`config.mk`:
```
export PLATFORM = sky130hd
export DESIGN_NAME = lcd_bus_sequencer_flat
export DESIGN_NICKNAME = d
export VERILOG_FILES = /design/src/rtl/lcd_bus_sequencer_pkg.sv /design/src/rtl/lcd_bus_sequencer_if.sv /design/src/rtl/lcd_bus_sequencer_delay_timer.sv /design/src/rtl/lcd_bus_sequencer.sv /design/src/flat_wrapper.sv
export SDC_FILE = /design/constraint.sdc
export NUM_CORES = 1
export LEC_CHECK = 0
export BUFFER_PORTS_ARGS = -buffer_cell sky130_fd_sc_hd__buf_2
export CAP_MARGIN = 20
export CORE_MARGIN = 2
export CORE_UTILIZATION = 52
export DETAILED_ROUTE_END_ITERATION = 10
export GPL_ROUTABILITY_DRIVEN = 0
export HOLD_SLACK_MARGIN = 0.12
export PLACE_DENSITY = 0.73
export SYNTH_ARGS = -nofsm -noshare
export SYNTH_HDL_FRONTEND = slang
export SYNTH_SLANG_ARGS = --single-unit
```
`constraint.sdc`:
```
create_clock -name clk_i -period 2.35 [get_ports clk_i]
set_input_delay 0.235 -clock clk_i [delete_from_list [all_inputs] [get_ports clk_i]]
set_output_delay 0.235 -clock clk_i [all_outputs]
set_load 0.05 [all_outputs]
```
`src/rtl/lcd_bus_sequencer_pkg.sv`:
```
// Shared types and constants for the HD44780 bus write sequencer.
// Default timings assume a 50 MHz clock.
package lcd_bus_sequencer_pkg;

  typedef enum logic [2:0] {
    ST_IDLE,
    ST_SETUP,
    ST_ENABLE,
    ST_HOLD,
    ST_EXEC
  } state_e;

  localparam logic [7:0] CMD_CLEAR = 8'h01;
  localparam logic [7:0] CMD_HOME  = 8'h02;

  localparam int DEF_T_SETUP     = 2;
  localparam int DEF_T_EN        = 25;
  localparam int DEF_T_HOLD      = 2;
  localparam int DEF_T_EXEC      = 2000;
  localparam int DEF_T_EXEC_LONG = 80000;

  // Clear (0x01) and return-home (0x02/0x03) need the long execution wait.
  function automatic logic is_long_cmd(input logic rs, input logic [7:0] d);
    return !rs && ((d == CMD_CLEAR) || ({d[7:1], 1'b0} == CMD_HOME));
  endfunction

endpackage

```
`src/rtl/lcd_bus_sequencer_if.sv`:
```
// Requester handshake plus LCD pin bundle for the bus sequencer.
interface lcd_bus_sequencer_if;
  logic       in_valid;
  logic       in_ready;
  logic       in_rs;
  logic [7:0] in_data;
  logic       in_nibble_only;
  logic       lcd_rs;
  logic       lcd_rw;
  logic       lcd_e;
  logic [7:0] lcd_db;
  logic       busy;

  modport master (
    output in_valid, in_rs, in_data, in_nibble_only,
    input  in_ready, lcd_rs, lcd_rw, lcd_e, lcd_db, busy
  );

  modport slave (
    input  in_valid, in_rs, in_data, in_nibble_only,
    output in_ready, lcd_rs, lcd_rw, lcd_e, lcd_db, busy
  );
endinterface

```
`src/rtl/lcd_bus_sequencer_delay_timer.sv`:
```
// Loadable down-counter shared by every sequencer phase; done while it sits at 0.
module lcd_delay_timer #(
  parameter int CW = 8
) (
  input  logic          clk_i,
  input  logic          rst_ni,
  input  logic          load_i,
  input  logic [CW-1:0] value_i,
  output logic          done_o
);

  logic [CW-1:0] cnt_q, cnt_d;

  always_comb begin
    cnt_d = cnt_q;
    if (load_i)            cnt_d = value_i;
    else if (cnt_q != '0)  cnt_d = cnt_q - CW'(1);
  end

  always_ff @(posedge clk_i or negedge rst_ni) begin
    if (!rst_ni) cnt_q <= '0;
    else         cnt_q <= cnt_d;
  end

  assign done_o = (cnt_q == '0);

endmodule

```
`src/rtl/lcd_bus_sequencer.sv`:
```
// Single-byte HD44780 write sequencer: SETUP/ENABLE/HOLD per transfer (two in
// 4-bit mode), then an execution wait before the next byte is accepted.
module lcd_bus_sequencer
  import lcd_bus_sequencer_pkg::*;
#(
  parameter bit FOUR_BIT    = 1'b1,
  parameter int T_SETUP     = DEF_T_SETUP,
  parameter int T_EN        = DEF_T_EN,
  parameter int T_HOLD      = DEF_T_HOLD,
  parameter int T_EXEC      = DEF_T_EXEC,
  parameter int T_EXEC_LONG = DEF_T_EXEC_LONG
) (
  input  logic               clk_i,
  input  logic               rst_ni,
  lcd_bus_sequencer_if.slave bus
);

  localparam int T_MAX_A = (T_SETUP > T_EN) ? T_SETUP : T_EN;
  localparam int T_MAX_B = (T_HOLD > T_EXEC) ? T_HOLD : T_EXEC;
  localparam int T_MAX_C = (T_MAX_A > T_MAX_B) ? T_MAX_A : T_MAX_B;
  localparam int T_MAX   = (T_MAX_C > T_EXEC_LONG) ? T_MAX_C : T_EXEC_LONG;
  localparam int CW      = $clog2(T_MAX) + 1;

  state_e        state_q, state_d;
  logic          rs_q, rs_d;
  logic [7:0]    data_q, data_d;
  logic          nib_only_q, nib_only_d;
  logic          nib_lo_q, nib_lo_d;
  logic          lcd_e_q, lcd_e_d;
  logic          lcd_rs_q, lcd_rs_d;
  logic [7:0]    lcd_db_q, lcd_db_d;
  logic          accept;
  logic          tmr_load, tmr_done;
  logic [CW-1:0] tmr_val;
  logic [3:0]    nib;

  lcd_delay_timer #(.CW(CW)) u_timer (
    .clk_i   (clk_i),
    .rst_ni  (rst_ni),
    .load_i  (tmr_load),
    .value_i (tmr_val),
    .done_o  (tmr_done)
  );

  assign accept     = (state_q == ST_IDLE) && bus.in_valid;
  assign rs_d       = accept ? bus.in_rs : rs_q;
  assign data_d     = accept ? bus.in_data : data_q;
  assign nib_only_d = accept ? (bus.in_nibble_only && FOUR_BIT) : nib_only_q;

  always_comb begin
    state_d  = state_q;
    nib_lo_d = nib_lo_q;
    tmr_load = 1'b0;
    tmr_val  = '0;
    unique case (state_q)
      ST_IDLE: if (accept) begin
        state_d  = ST_SETUP;
        nib_lo_d = 1'b0;
        tmr_load = 1'b1;
        tmr_val  = CW'(T_SETUP - 1);
      end
      ST_SETUP: if (tmr_done) begin
        state_d  = ST_ENABLE;
        tmr_load = 1'b1;
        tmr_val  = CW'(T_EN - 1);
      end
      ST_ENABLE: if (tmr_done) begin
        state_d  = ST_HOLD;
        tmr_load = 1'b1;
        tmr_val  = CW'(T_HOLD - 1);
      end
      ST_HOLD: if (tmr_done) begin
        tmr_load = 1'b1;
        if (FOUR_BIT && !nib_lo_q && !nib_only_q) begin
          state_d  = ST_SETUP;
          nib_lo_d = 1'b1;
          tmr_val  = CW'(T_SETUP - 1);
        end else begin
          state_d  = ST_EXEC;
          tmr_val  = is_long_cmd(rs_q, data_q) ? CW'(T_EXEC_LONG - 1) : CW'(T_EXEC - 1);
        end
      end
      ST_EXEC: if (tmr_done) state_d = ST_IDLE;
      default: state_d = ST_IDLE;
    endcase
  end

  // Pin registers are computed from the next state so they line up with state_q.
  assign nib = nib_lo_d ? data_d[3:0] : data_d[7:4];

  always_comb begin
    lcd_e_d  = (state_d == ST_ENABLE);
    lcd_rs_d = lcd_rs_q;
    lcd_db_d = lcd_db_q;
    if (state_d == ST_SETUP) begin
      lcd_rs_d = rs_d;
      lcd_db_d = FOUR_BIT ? {nib, 4'h0} : data_d;
    end
  end

  always_ff @(posedge clk_i or negedge rst_ni) begin
    if (!rst_ni) begin
      state_q    <= ST_IDLE;
      rs_q       <= 1'b0;
      data_q     <= 8'h00;
      nib_only_q <= 1'b0;
      nib_lo_q   <= 1'b0;
      lcd_e_q    <= 1'b0;
      lcd_rs_q   <= 1'b0;
      lcd_db_q   <= 8'h00;
    end else begin
      state_q    <= state_d;
      rs_q       <= rs_d;
      data_q     <= data_d;
      nib_only_q <= nib_only_d;
      nib_lo_q   <= nib_lo_d;
      lcd_e_q    <= lcd_e_d;
      lcd_rs_q   <= lcd_rs_d;
      lcd_db_q   <= lcd_db_d;
    end
  end

  assign bus.in_ready = (state_q == ST_IDLE);
  assign bus.busy     = (state_q != ST_IDLE);
  assign bus.lcd_e    = lcd_e_q;
  assign bus.lcd_rs   = lcd_rs_q;
  assign bus.lcd_rw   = 1'b0;
  assign bus.lcd_db   = lcd_db_q;

endmodule

```
`src/flat_wrapper.sv`:
```
// flat-port wrapper written by rule: the top's interface ports become plain ports
module lcd_bus_sequencer_flat import lcd_bus_sequencer_pkg::*;
#(
  parameter bit FOUR_BIT    = 1'b1,
  parameter int T_SETUP     = DEF_T_SETUP,
  parameter int T_EN        = DEF_T_EN,
  parameter int T_HOLD      = DEF_T_HOLD,
  parameter int T_EXEC      = DEF_T_EXEC,
  parameter int T_EXEC_LONG = DEF_T_EXEC_LONG
)
  (clk_i, rst_ni, bus_in_valid, bus_in_rs, bus_in_data, bus_in_nibble_only, bus_in_ready, bus_lcd_rs, bus_lcd_rw, bus_lcd_e, bus_lcd_db, bus_busy);
  lcd_bus_sequencer_if bus_i ();
  input  logic clk_i;
  input  logic rst_ni;
  input wire logic [$bits(bus_i.in_valid)-1:0] bus_in_valid;
  input wire logic [$bits(bus_i.in_rs)-1:0] bus_in_rs;
  input wire logic [$bits(bus_i.in_data)-1:0] bus_in_data;
  input wire logic [$bits(bus_i.in_nibble_only)-1:0] bus_in_nibble_only;
  output wire logic [$bits(bus_i.in_ready)-1:0] bus_in_ready;
  output wire logic [$bits(bus_i.lcd_rs)-1:0] bus_lcd_rs;
  output wire logic [$bits(bus_i.lcd_rw)-1:0] bus_lcd_rw;
  output wire logic [$bits(bus_i.lcd_e)-1:0] bus_lcd_e;
  output wire logic [$bits(bus_i.lcd_db)-1:0] bus_lcd_db;
  output wire logic [$bits(bus_i.busy)-1:0] bus_busy;
  assign bus_i.in_valid = bus_in_valid;
  assign bus_i.in_rs = bus_in_rs;
  assign bus_i.in_data = bus_in_data;
  assign bus_i.in_nibble_only = bus_in_nibble_only;
  assign bus_in_ready = bus_i.in_ready;
  assign bus_lcd_rs = bus_i.lcd_rs;
  assign bus_lcd_rw = bus_i.lcd_rw;
  assign bus_lcd_e = bus_i.lcd_e;
  assign bus_lcd_db = bus_i.lcd_db;
  assign bus_busy = bus_i.busy;
  lcd_bus_sequencer #(.FOUR_BIT(FOUR_BIT), .T_SETUP(T_SETUP), .T_EN(T_EN), .T_HOLD(T_HOLD), .T_EXEC(T_EXEC), .T_EXEC_LONG(T_EXEC_LONG)) u_core (.clk_i(clk_i), .rst_ni(rst_ni), .bus(bus_i));
endmodule
```
* Word level (Yosys, flattened, before mapping) *
Index checks and enable logic that the tools add are counted.

operators by class
  add/subtract/negate cells = 1
  multiply operators = 0
  div/mod/pow operators = 0
  magnitude comparators = 0
  equality and inequality tests = 8
  shift operators = 0
  multiplexer cells = 26
  bitwise gates (word level) = 0
  reductions and logical operators = 13

operators by type and width
  operator                                                               count
  18-bit 2-to-1 mux                                                      4
  18-bit one-hot mux with 4 select lines                                 1
  18-bit logical NOT                                                     1
  3-bit 2-to-1 mux                                                       6
  18-bit nonzero test                                                    1
  18-bit by 1-bit subtractor with 18-bit output, second input constant   1
  17-bit 2-to-1 mux                                                      1
  3-bit one-hot mux with 5 select lines                                  1
  3-bit by 2-bit equality test with 1-bit output, second input constant  3
  8-bit by 1-bit equality test with 1-bit output, second input constant  1
  1-bit 2-to-1 mux                                                       8
  8-bit 2-to-1 mux                                                       1
  7-bit by 1-bit equality test with 1-bit output, second input constant  1
  3-bit by 1-bit equality test with 1-bit output, second input constant  2
  5-bit 2-to-1 mux                                                       1
  4-bit 2-to-1 mux                                                       1
  1-bit one-hot mux with 2 select lines                                  2
  3-bit equality test, second input constant                             1
  1-bit logical AND                                                      3
  1-bit logical NOT                                                      3
  3-bit logical NOT                                                      1
  3-bit nonzero test                                                     1
  3-bit OR reduction                                                     1
  2-bit nonzero test                                                     1
  1-bit logical OR                                                       1

storage, ports and cells
  bits in registers = 38
  latch bits = 0
  RAM bits = 0
  ROM bits = 0
  input bits = 13
  output and inout port bits = 13
  word-level logic and storage cells = 57
  memories = 0

* Depth between registers and ports, before layout *
Gate-level depths: netlist of run 1.

  word-level depth = 8
  mapped depth = 9
  depth with buffers taken out = 6

* By module *
A second synthesis of run 1 with hierarchy kept.

unflattened totals
  cells, all modules = 237
  area, all modules = 2192.1 sq um

by module, submodules not included
  module             instances  cells an instance  area each (sq um)  seq. area each (sq um)
  lcd_delay_timer    1          127                1141.1             450.4
  lcd_bus_sequencer  1          110                1051.0             500.5

* Least setup slack after synthesis of run 1 *
Ideal clock, no wire load.

  kind = register to output
  from = register u_core.state_q[2]
  to = output port bus_busy
  data arrival time = 2.281 ns
  data required time = 2.115 ns
  setup slack = -0.166 ns
  stages on the path, launching flop included = 4
  buffers on the path = 1
  cell sequence = dfrtp_1 > clkbuf_1 > nor3_1 > inv_1

between the ends
  longest elaborated chain between the ends = 1

RTL lines
  element                   RTL line                  source
  start: declaration        lcd_bus_sequencer.sv:24   state_e state_q, state_d;
  start signal: assignment  lcd_bus_sequencer.sv:112  state_q <= state_d;
  3-bit nonzero test        lcd_bus_sequencer.sv:124  assign bus.busy = (state_q != ST_IDLE);
  end: declaration          flat_wrapper.sv:24        output wire logic [$bits(bus_i.busy)-1:0] bus_busy;

No other way between the ends.

* Worst setup path in the final report of run 1 *
  from = register u_core.u_timer.cnt_q[6]
  to = register u_core.lcd_rs_q (netlist: u_core.bus.lcd_rs)

between the ends
  longest elaborated chain between the ends = 4
  elaborated cells on any way between the ends = 7
  those cells by class = 1 x eq/ne; 5 x mux; 1 x reduce/logical

RTL lines
  element                                             RTL line                             source
  start: declaration                                  lcd_bus_sequencer_delay_timer.sv:12  logic [CW-1:0] cnt_q, cnt_d;
  start signal: assignment                            lcd_bus_sequencer_delay_timer.sv:22  else cnt_q <= cnt_d;
  18-bit logical NOT (*)                              lcd_bus_sequencer_delay_timer.sv:25  assign done_o = (cnt_q == '0);
  3-bit 2-to-1 mux (on tied branches)                 -
  3-bit one-hot mux with 5 select lines (*)           lcd_bus_sequencer.sv:55              unique case (state_q)
  3-bit by 1-bit equality test with 1-bit output (*)  lcd_bus_sequencer.sv:95              if (state_d == ST_SETUP) begin
  end signal: assignment                              lcd_bus_sequencer.sv:118             lcd_rs_q <= lcd_rs_d;
  end: declaration                                    lcd_bus_sequencer.sv:30              logic lcd_rs_q, lcd_rs_d;

Every way passes the cells marked *; elsewhere a longest branch is shown, timed or not.
A chain may end at the register's enable or synchronous reset.

==> impl_metrics.ini, run 1 <==
[drt]
detail_route.wl_per_cell_um = 14.6
via_count = 1602
first_pass_iters = 4
postRouteAntennaNets = 0
drc = 0
drt_iter0_drc = 66
via_per_inst = 5.49
drt_wl_total_mm = 4.27

[critical_path]
reg2regPathDepth = 6
rr_startpoint = u_core.u_timer.cnt_q[6]$_DFFE_PN0P_
setup.worst_path.start_class = flop
required_ns = 2.52
r2r_setup_slack_ns = 0.20
r2r_end = u_core.bus.lcd_rs$_DFFE_PN0N_
crit_type = reg -> reg
cp.arrival_ns = 2.32
endpoint_kind = flop
crit_fanout = 8

[clock_tree]
root_buffer = clkbuf_8
cts_tree = yes
clk_pin_slew_ns = 0.07
cts_buffer_depth = 2
cts_buffers = 5
clock_sinks = 38
clock_latency_ns = 0.29
htree_levels = 2

[synth]
syn-instance-count = 212
async_flop_share_pct = 100
ys_types = 51
synth.ff_latch_count = 38
avgSynthCellArea_sq_um = 9.96
yosysMostFrequentCell = dfrtp_1
synth_top_area_share_pct = 45.0
synth_area_leaders = dfrtp_1, xnor2_1, a21oi_1
yosysSeqAreaShare_pct = 45.0
syn_area_sq_um = 2110
synth_commonest_cells = dfrtp_1, nand2_1, nor2_1, a21oi_1, nor3_1
synth_edf_count = 0
yosysTopAreaCell = dfrtp_1
synth-warning-count = 0
synth_flop_cell = dfrtp_1

[timing]
setup_tns_ns = 0
finalCritPeriodShare_pct = 91.6
maxSlewHeadroom_pct = 45.3
fin_skew_ns = 0.00500
layout_setup_ws_ns = 0.198
period_minus_slack_ns = 2.15
fmaxAchievable_mhz = 465
finalMaxSlewViolations = 0
setup_viol = 0
hold_viol_final = 0
tightest_slew_ns = 0.821
rsz0062_at_grt = no

[final_layout]
antenna_cells = 0
area_delta_synth_final_pct = 13.9
fin_nets = 255
final_util_pct = 61.0
final_cell_count_no_fill = 292
drive_gt1_share_pct = 25.2

[floorplan]
die_x_um = 67.7
io_pins = 26
row_count = 23
start_util_pct = 53.6
fp.dieArea_sq_um = 4590
die_height_um = 67.7
core-area_sq_um = 3940

[placement]
dp_hpwl_mm = 3.06
placedCellCount = 283
preCtsSetupSlack_ns = 0.149
port_buffers = 20

[global_routing]
gr-usage-met2_pct = 35.7
grt_usage_pct = 21.8
grtUsageMet3_pct = 4.83
grt_max_degree = 39
first_global_vias = 1583
grt_overflow_total = 0
grt_pass1_wl_mm = 7.45
gr-usage-met1_pct = 28.3
antenna_found_initial = 0
grt-busiest-layer = met2

[pwr]
p_per_area_nw_per_um2 = 703
p_leak_nw = 1.12
vdd_drop_max_mv = 0.498
totalPowerFinal_w = 0.00169

[worst_hold_path]
worstHoldStart = bus_in_nibble_only
min_path_type = in -> reg
hold_depth = 3
hold_end = u_core.nib_only_q$_DFFE_PN0P_

[outcome]
outcome = finished clean

[run]
drv_cap = 0
cell type report:
type | count | area (sq um)
fill | 315 | 1540
multi-input combinational | 151 | 1050
clock buffer | 7 | 86.3
clock inverter | 1 | 5.00
sequential | 38 | 951
timing repair buffer | 35 | 215
tap | 50 | 62.6
inverter | 10 | 37.5
flip-flops by register name (all words and copies together), names as in the netlist:
name,count
u_core.u_timer.cnt_q,18
u_core.data_q,8
u_core.bus.lcd_db,4
u_core.state_q,3
u_core.bus.lcd_e,1
u_core.bus.lcd_rs,1
u_core.nib_lo_q,1
u_core.nib_only_q,1
u_core.rs_q,1
stage by stage:
| step | area (sq um) | hold slack (ns) |
|---|---|---|
| 2_1_floorplan | 2130 | -0.0606 |
| 3_3_place_gp | 2300 | 0.383 |
| 3_5_place_dp | 2300 | 0.382 |
| 4_1_cts | 2400 | 0.134 |
| 5_1_grt | 2400 | 0.143 |
| 6_report | 2400 | 0.139 |
worst max-delay path, cell delays in order (launching register included):
cell and delay, ns:
dfrtp_1 0.42, nor3_2 0.24, nand4_1 0.25, buf_4 0.26, nor4_1 0.31, a211o_2 0.25
mux2_4 0.31
cells in the final DEF, fill, tap and decap left out, types with 4 or more instances in the layout:
cell      netlist  routed
nand2b_1        4       4
nand2_1        18      18
a21oi_1        14      14
clkbuf_8        0       6
xnor2_1         9       9
buf_2           7      20
mux2i_1         6       6
mux2_4          4       4
conb_1          1       5
mux2_2          5       5
nor3_1         12      11
nor2_1         15      15
buf_4           5      14
nand4_1         4       4
inv_1          10      10
o21ai_0         7       7
dfrtp_1        38      38
layer usage:
| metal | vias to the layer above | wire length (um) | part of all wire (%) |
|---|---|---|---|
| li1 | 791 | - | - |
| met1 | 770 | 1900 | 45 |
| met2 | 36 | 2120 | 50 |
| met3 | 5 | 195 | 4.6 |
| met4 | 0 | 47 | 1.1 |
| met5 | - | 0 | 0 |
where the power goes:
| part | internal (W) | switching (W) | leakage [nW] | total (W) |
|---|---|---|---|---|
| combinational | 0.000170 | 0.000197 | 0.602 | 0.000367 |
| sequential | 0.000745 | 0.000120 | 0.468 | 0.000865 |
| clock | 0.000237 | 0.000222 | 0.0482 | 0.000458 |
| total | 0.00115 | 0.000538 | 1.12 | 0.00169 |
how the worst max path moves through the flow:
stage	start	endpoint	slack, ns	cells after the start
after floorplan	u_core.u_timer.cnt_q[0]$_DFFE_PN0P_	u_core.bus.lcd_db[7]$_DFFE_PN0N_	0.12	8
after global placement	u_core.u_timer.cnt_q[6]$_DFFE_PN0P_	u_core.bus.lcd_db[7]$_DFFE_PN0N_	0.20	6
after detailed placement	u_core.u_timer.cnt_q[6]$_DFFE_PN0P_	u_core.bus.lcd_db[7]$_DFFE_PN0N_	0.15	6
after CTS	u_core.u_timer.cnt_q[6]$_DFFE_PN0P_	u_core.bus.lcd_db[7]$_DFFE_PN0N_	0.12	6
after global routing	u_core.u_timer.cnt_q[0]$_DFFE_PN0P_	u_core.bus.lcd_rs$_DFFE_PN0N_	0.04	7
final	u_core.u_timer.cnt_q[6]$_DFFE_PN0P_	u_core.bus.lcd_rs$_DFFE_PN0N_	0.20	6
cell families (layout without fill, tap and decap cells):
kind of cell    Yosys count  after routing  share of synthesized area (%)
compound gates           40             40                           12.6
xor+xnor                 12             12                           4.98
simple gates             75             75                           20.2
buf+inv                  27             53                           6.46
flops                    38             38                           45.0
other cells               1              5                          0.178
fa+ha+maj                 1              1                          0.592
mux                      18             18                           9.95
timing repair:
item / CTS / global route
buffers inserted: 0 / 0
setup endpoints to repair: 0 / 3
gates resized for setup: 0 / 2
hold endpoints to repair: 38 / 0
hold buffers: 1 / 0
Power figures use the tool's default switching activity.
==> run 2: changes to the inputs <==
--- a/config.mk
+++ b/config.mk
@@ -13,4 +13,5 @@
 export GPL_ROUTABILITY_DRIVEN = 0
 export HOLD_SLACK_MARGIN = 0.12
+export MAX_ROUTING_LAYER = met4
 export PLACE_DENSITY = 0.73
 export SYNTH_ARGS = -nofsm -noshare
==> constraint.sdc (replaced) <==
create_clock -name clk_i -period 2.35 [get_ports clk_i]
set_input_delay 0.235 -clock clk_i [delete_from_list [all_inputs] [get_ports clk_i]]
set_output_delay 0.235 -clock clk_i [all_outputs]
set_load 0.01 [all_outputs]
==> run 2 against run 1 <==
  * Sequential power fell by 0.5%
  * Critical path type unchanged
  * Power rose by 11%
  * Die area did not move
  * Count of clock-buffer cells in the layout fell by 1
  * Largest cell class unchanged
  * Hold slack got worse by 0.0045 ns
  * Flip-flop and latch count did not move
  * Register-to-register slack barely moved
  * Combinational power fell by 9.0%
  * First-iteration DRC count rose by 35%
  * Via count rose by 1.9%
  * Wire length fell by 2.0%
==> impl_metrics.ini, run 2 (synthesis results as in run 1) <==
[global_routing]
antenna_found_initial = 0
grt_overflow_total = 0
first_global_vias = 1558
grt_usage_pct = 21.7
grt_pass1_wl_mm = 7.09
grt_max_degree = 39

[floorplan]
io_pins = 26
row_count = 23
die_height_um = 67.7
die_x_um = 67.7
start_util_pct = 53.6
core-area_sq_um = 3940
fp.dieArea_sq_um = 4590

[pwr]
seqPwrFrac_pct = 45.7
power_frac_clock_pct = 36.5
vdd_drop_max_mv = 0.405
p_per_area_nw_per_um2 = 766
p_int_w = 0.00137
power.switching_w = 0.000515
comb_power_share_pct = 17.8
p_leak_nw = 1.14
switching_share_pct = 27.4

[final_layout]
drive_gt1_share_pct = 24.7
area_delta_synth_final_pct = 16.3
fin_nets = 256
final_common_cell = dfrtp_1
finalInstanceArea_sq_um = 2460
antenna_cells = 0
fillers = 323
largest_register = u_core.u_timer.cnt_q
mostFrequentLayoutCells = dfrtp_1, buf_2, nand2_1
largest_register_ffs = 18

[timing]
setup_viol = 0
fin_skew_ns = 0.00747
setup_tns_ns = 0
rsz0062_at_grt = no
maxSlewHeadroom_pct = 44.4
finalCritPeriodShare_pct = 91.2
fmaxAchievable_mhz = 466
tightest_slew_ns = 0.834
layout_setup_ws_ns = 0.206
finalMaxSlewViolations = 0
fin_hold_ws_ns = 0.135
hold_viol_final = 0
period_minus_slack_ns = 2.14

[drt]
drt_iter0_drc = 89
drc = 0
detail_route.wl_per_cell_um = 14.3
via_per_inst = 5.57
drt_wl_total_mm = 4.18
via_count = 1632
first_pass_iters = 4
postRouteAntennaNets = 0

[clock_tree]
cts_setup_buffers = 0
postCtsHoldBufs = 1
cts_tree = yes
htree_levels = 2
clk_pin_slew_ns = 0.08
cts_buffer_depth = 2
cts_buffers = 5
cts_resized = 0
clock_sinks = 38
clock_latency_ns = 0.29
root_buffer = clkbuf_8

[placement]
port_buffers = 20
dp_hpwl_mm = 3.01
preCtsSetupSlack_ns = 0.212
dpl_cell_area_sq_um = 2300

[critical_path]
setup.worst_path.start_class = flop
endpoint_kind = flop
cp.arrival_ns = 2.33
crit_type = reg -> reg
required_ns = 2.53
reg2regPathDepth = 4
crit_fanout = 11

[worst_hold_path]
hold_depth = 3
min_path_type = in -> reg

[outcome]
outcome = finished clean

[run]
drv_cap = 0
run 2: layout make-up:
class                           count  area (sq um)  share of cell area, %
Clock buffer                        6          82.6                   3.36
Clock inverter                      2          60.1                   2.45
Timing Repair Buffer               36           223                   9.07
Tap cell                           50          62.6                   2.55
Inverter                           10          37.5                   1.53
Multi-Input combinational cell    151          1040                   42.3
Sequential cell                    38           951                   38.7
run 2: power groups by stage:
stage                     sequential [W]  combinational, W  clock [W]
final                           0.000861          0.000334   0.000688
after global routing            0.000877          0.000382   0.000723
after CTS                       0.000862          0.000337   0.000700
after detailed placement        0.000874          0.000334          0
after global placement          0.000870          0.000323          0
after floorplan                 0.000854          0.000250          0
run 2: final timing paths:
check / start / end / slack, ns
max: u_core.state_q[0]$_DFF_PN0_ / u_core.bus.lcd_db[7]$_DFFE_PN0N_ / 0.21
min in group asynchronous: rst_ni / u_core.u_timer.cnt_q[1]$_DFFE_PN0P_ / 0.58
max in group asynchronous: rst_ni / u_core.u_timer.cnt_q[12]$_DFFE_PN0P_ / 1.24
min: bus_in_nibble_only / u_core.nib_only_q$_DFFE_PN0P_ / 0.13
max reg2reg: u_core.state_q[0]$_DFF_PN0_ / u_core.bus.lcd_db[7]$_DFFE_PN0N_ / 0.21
min reg2reg: u_core.data_q[0]$_DFF_PN0_ / u_core.data_q[0]$_DFF_PN0_ / 0.52
run 2: stage by stage:
stage | total power [W] | cells | util (%)
finish | 0.00188 | 293 | 62.3
global route | 0.00198 | 293 | 62.3
CTS | 0.00190 | 293 | 62.3
detailed placement | 0.00121 | 284 | 58.4
global placement | 0.00119 | 284 | 58.4
floorplan | 0.00110 | 216 | -
run 2: critical path: stages, from the launching register on:
cell	delay (ns)
dfrtp_1	0.37
or4b_1	0.76
mux2_4	0.39
mux2_2	0.26
mux2_4	0.25
run 2: layer usage:
metal,track usage (%),vias up,share of wire (%)
met5,-,-,0
met4,8.16,0,1.5
met3,4.50,6,3.9
met2,35.9,32,49
met1,25.9,797,46
li1,-,797,-
==> run 3: changes to the inputs <==
==> constraint.sdc (replaced) <==
create_clock -name clk_i -period 2.35 [get_ports clk_i]
set_input_delay 0.3525 -clock clk_i [delete_from_list [all_inputs] [get_ports clk_i]]
set_output_delay 0.3525 -clock clk_i [all_outputs]
set_load 0.01 [all_outputs]
==> run 3 against run 2 <==
  * Wire length grew 0.45%
  * Die area is the same
  * Count of clock-buffer cells in the layout grew 1
  * Sequential share of layout area grew 0.74 points
  * Flip-flop and latch count is the same
  * Fmax shrank 1.2%
  * Clock skew shrank 0.0019 ns
  * Critical endpoint unchanged
==> impl_metrics.ini, run 3 (synthesis results as in run 1) <==
[timing]
setup_tns_ns = 0
period_minus_slack_ns = 2.17
fin_skew_ns = 0.00556
rsz0062_at_grt = no
tightest_slew_ns = 0.824
finalMaxSlewViolations = 0
maxSlewHeadroom_pct = 45.0
finalCritPeriodShare_pct = 92.3
fmaxAchievable_mhz = 461
hold_viol_final = 0
setup_viol = 0
layout_setup_ws_ns = 0.181

[critical_path]
endpoint_kind = flop
cp_cell_sequence = or4b_1, mux2_4, mux2_2, mux2_4
crit_top_cell = mux2_4
setup.worst_path.start_class = flop
crit_fanout = 11
reg2regPathDepth = 4
max_stage_delay_ns = 0.77
cp.arrival_ns = 2.35
rr_startpoint = u_core.state_q[0]$_DFF_PN0_
r2r_setup_slack_ns = 0.18
critPathSlowestCell = or4b_1
crit_type = reg -> reg
r2r_end = u_core.bus.lcd_db[7]$_DFFE_PN0N_
required_ns = 2.53

[floorplan]
die_x_um = 67.7
io_pins = 26
start_util_pct = 53.6
fp.dieArea_sq_um = 4590
core-area_sq_um = 3940
row_count = 23
die_height_um = 67.7

[global_routing]
grt_overflow_total = 0
grt_pass1_wl_mm = 7.19
grt_max_degree = 39
antenna_found_initial = 0
grt_usage_pct = 22.0
first_global_vias = 1533

[worst_hold_path]
min_path_type = in -> async

[drt]
drt_wl_total_mm = 4.20
first_pass_iters = 4
detail_route.wl_per_cell_um = 14.3
drc = 0
via_count = 1621
drt_iter0_drc = 102
postRouteAntennaNets = 0
via_per_inst = 5.51

[clock_tree]
cts_setup_buffers = 0
htree_levels = 2
cts_tree = yes
cts_resized = 0
postCtsHoldBufs = 0
root_buffer = clkbuf_8
clk_pin_slew_ns = 0.08
cts_buffer_depth = 2
clock_sinks = 38
cts_buffers = 5
clock_latency_ns = 0.29

[placement]
dp_hpwl_mm = 3.07
port_buffers = 20
preCtsSetupSlack_ns = 0.173

[final_layout]
final_common_cell = dfrtp_1
largest_register_ffs = 18
largest_register = u_core.u_timer.cnt_q
drive_gt1_share_pct = 25.0
mostFrequentLayoutCells = dfrtp_1, buf_2, nand2_1
fillers = 346
area_delta_synth_final_pct = 14.1
fin_nets = 257
antenna_cells = 0

[pwr]
p_leak_nw = 1.13
p_per_area_nw_per_um2 = 688
totalPowerFinal_w = 0.00166
vdd_drop_max_mv = 0.302

[run]
drv_cap = 0

[outcome]
outcome = finished clean
run 3: changes by cell type in the layout (fill, tap and decap cells not counted), sizes merged:
cell	delta
buf	+2
bufinv	-2
dlygate4sd3	-1
clkbuf	+1
clkinv	+1
run 3: metal layers:
metal / up-vias / global-route usage, % / part of all wire, %
met1: 782 / 27.3 / 46
li1: 797 / - / -
met4: 0 / 6.89 / 1.4
met3: 6 / 5.00 / 4.0
met5: - / - / 0
met2: 36 / 35.7 / 49
run 3: metrics by stage:
stage	instance area, sq um	hold slack (ns)	util (%)	std cells
2_1_floorplan	2130	0.0569	-	216
3_3_place_gp	2320	0.496	58.8	286
3_5_place_dp	2320	0.497	58.8	286
4_1_cts	2410	0.187	61.1	294
5_1_grt	2410	0.221	61.1	294
6_report	2410	0.152	61.1	294
run 3: critical path, delay by kind of cell (launching register included):
kind          cells  cell delay (ns)
flops             1             0.37
mux               3             0.90
simple gates      1             0.77
run 3: layout make-up:
class                      instances  area (sq um)  area share (%)
clock inverter                     1          5.00           0.208
tap                               50          62.6            2.60
clock buffer                       7          86.3            3.58
sequential                        38           951            39.5
timing repair buffer              37           228            9.45
inverter                          10          37.5            1.56
multi-input combinational        151          1040            43.1
run 3: worst max path at each step:
stage                                        startpoint                                   to
finish                      u_core.state_q[0]$_DFF_PN0_     u_core.bus.lcd_db[7]$_DFFE_PN0N_
CTS                         u_core.state_q[0]$_DFF_PN0_     u_core.bus.lcd_db[7]$_DFFE_PN0N_
detailed placement                         bus_in_valid     u_core.bus.lcd_db[7]$_DFFE_PN0N_
global route        u_core.u_timer.cnt_q[0]$_DFFE_PN0P_  u_core.u_timer.cnt_q[1]$_DFFE_PN0P_
floorplan           u_core.u_timer.cnt_q[0]$_DFFE_PN0P_     u_core.bus.lcd_db[7]$_DFFE_PN0N_
global placement                           bus_in_valid     u_core.bus.lcd_db[7]$_DFFE_PN0N_
run 3: power by group:
part / leakage [nW] / internal [W] / switching (W) / total (W)
Clock: 0.0482 / 0.000237 / 0.000228 / 0.000464
Sequential: 0.468 / 0.000745 / 0.000120 / 0.000864
Combinational: 0.610 / 0.000169 / 0.000161 / 0.000330
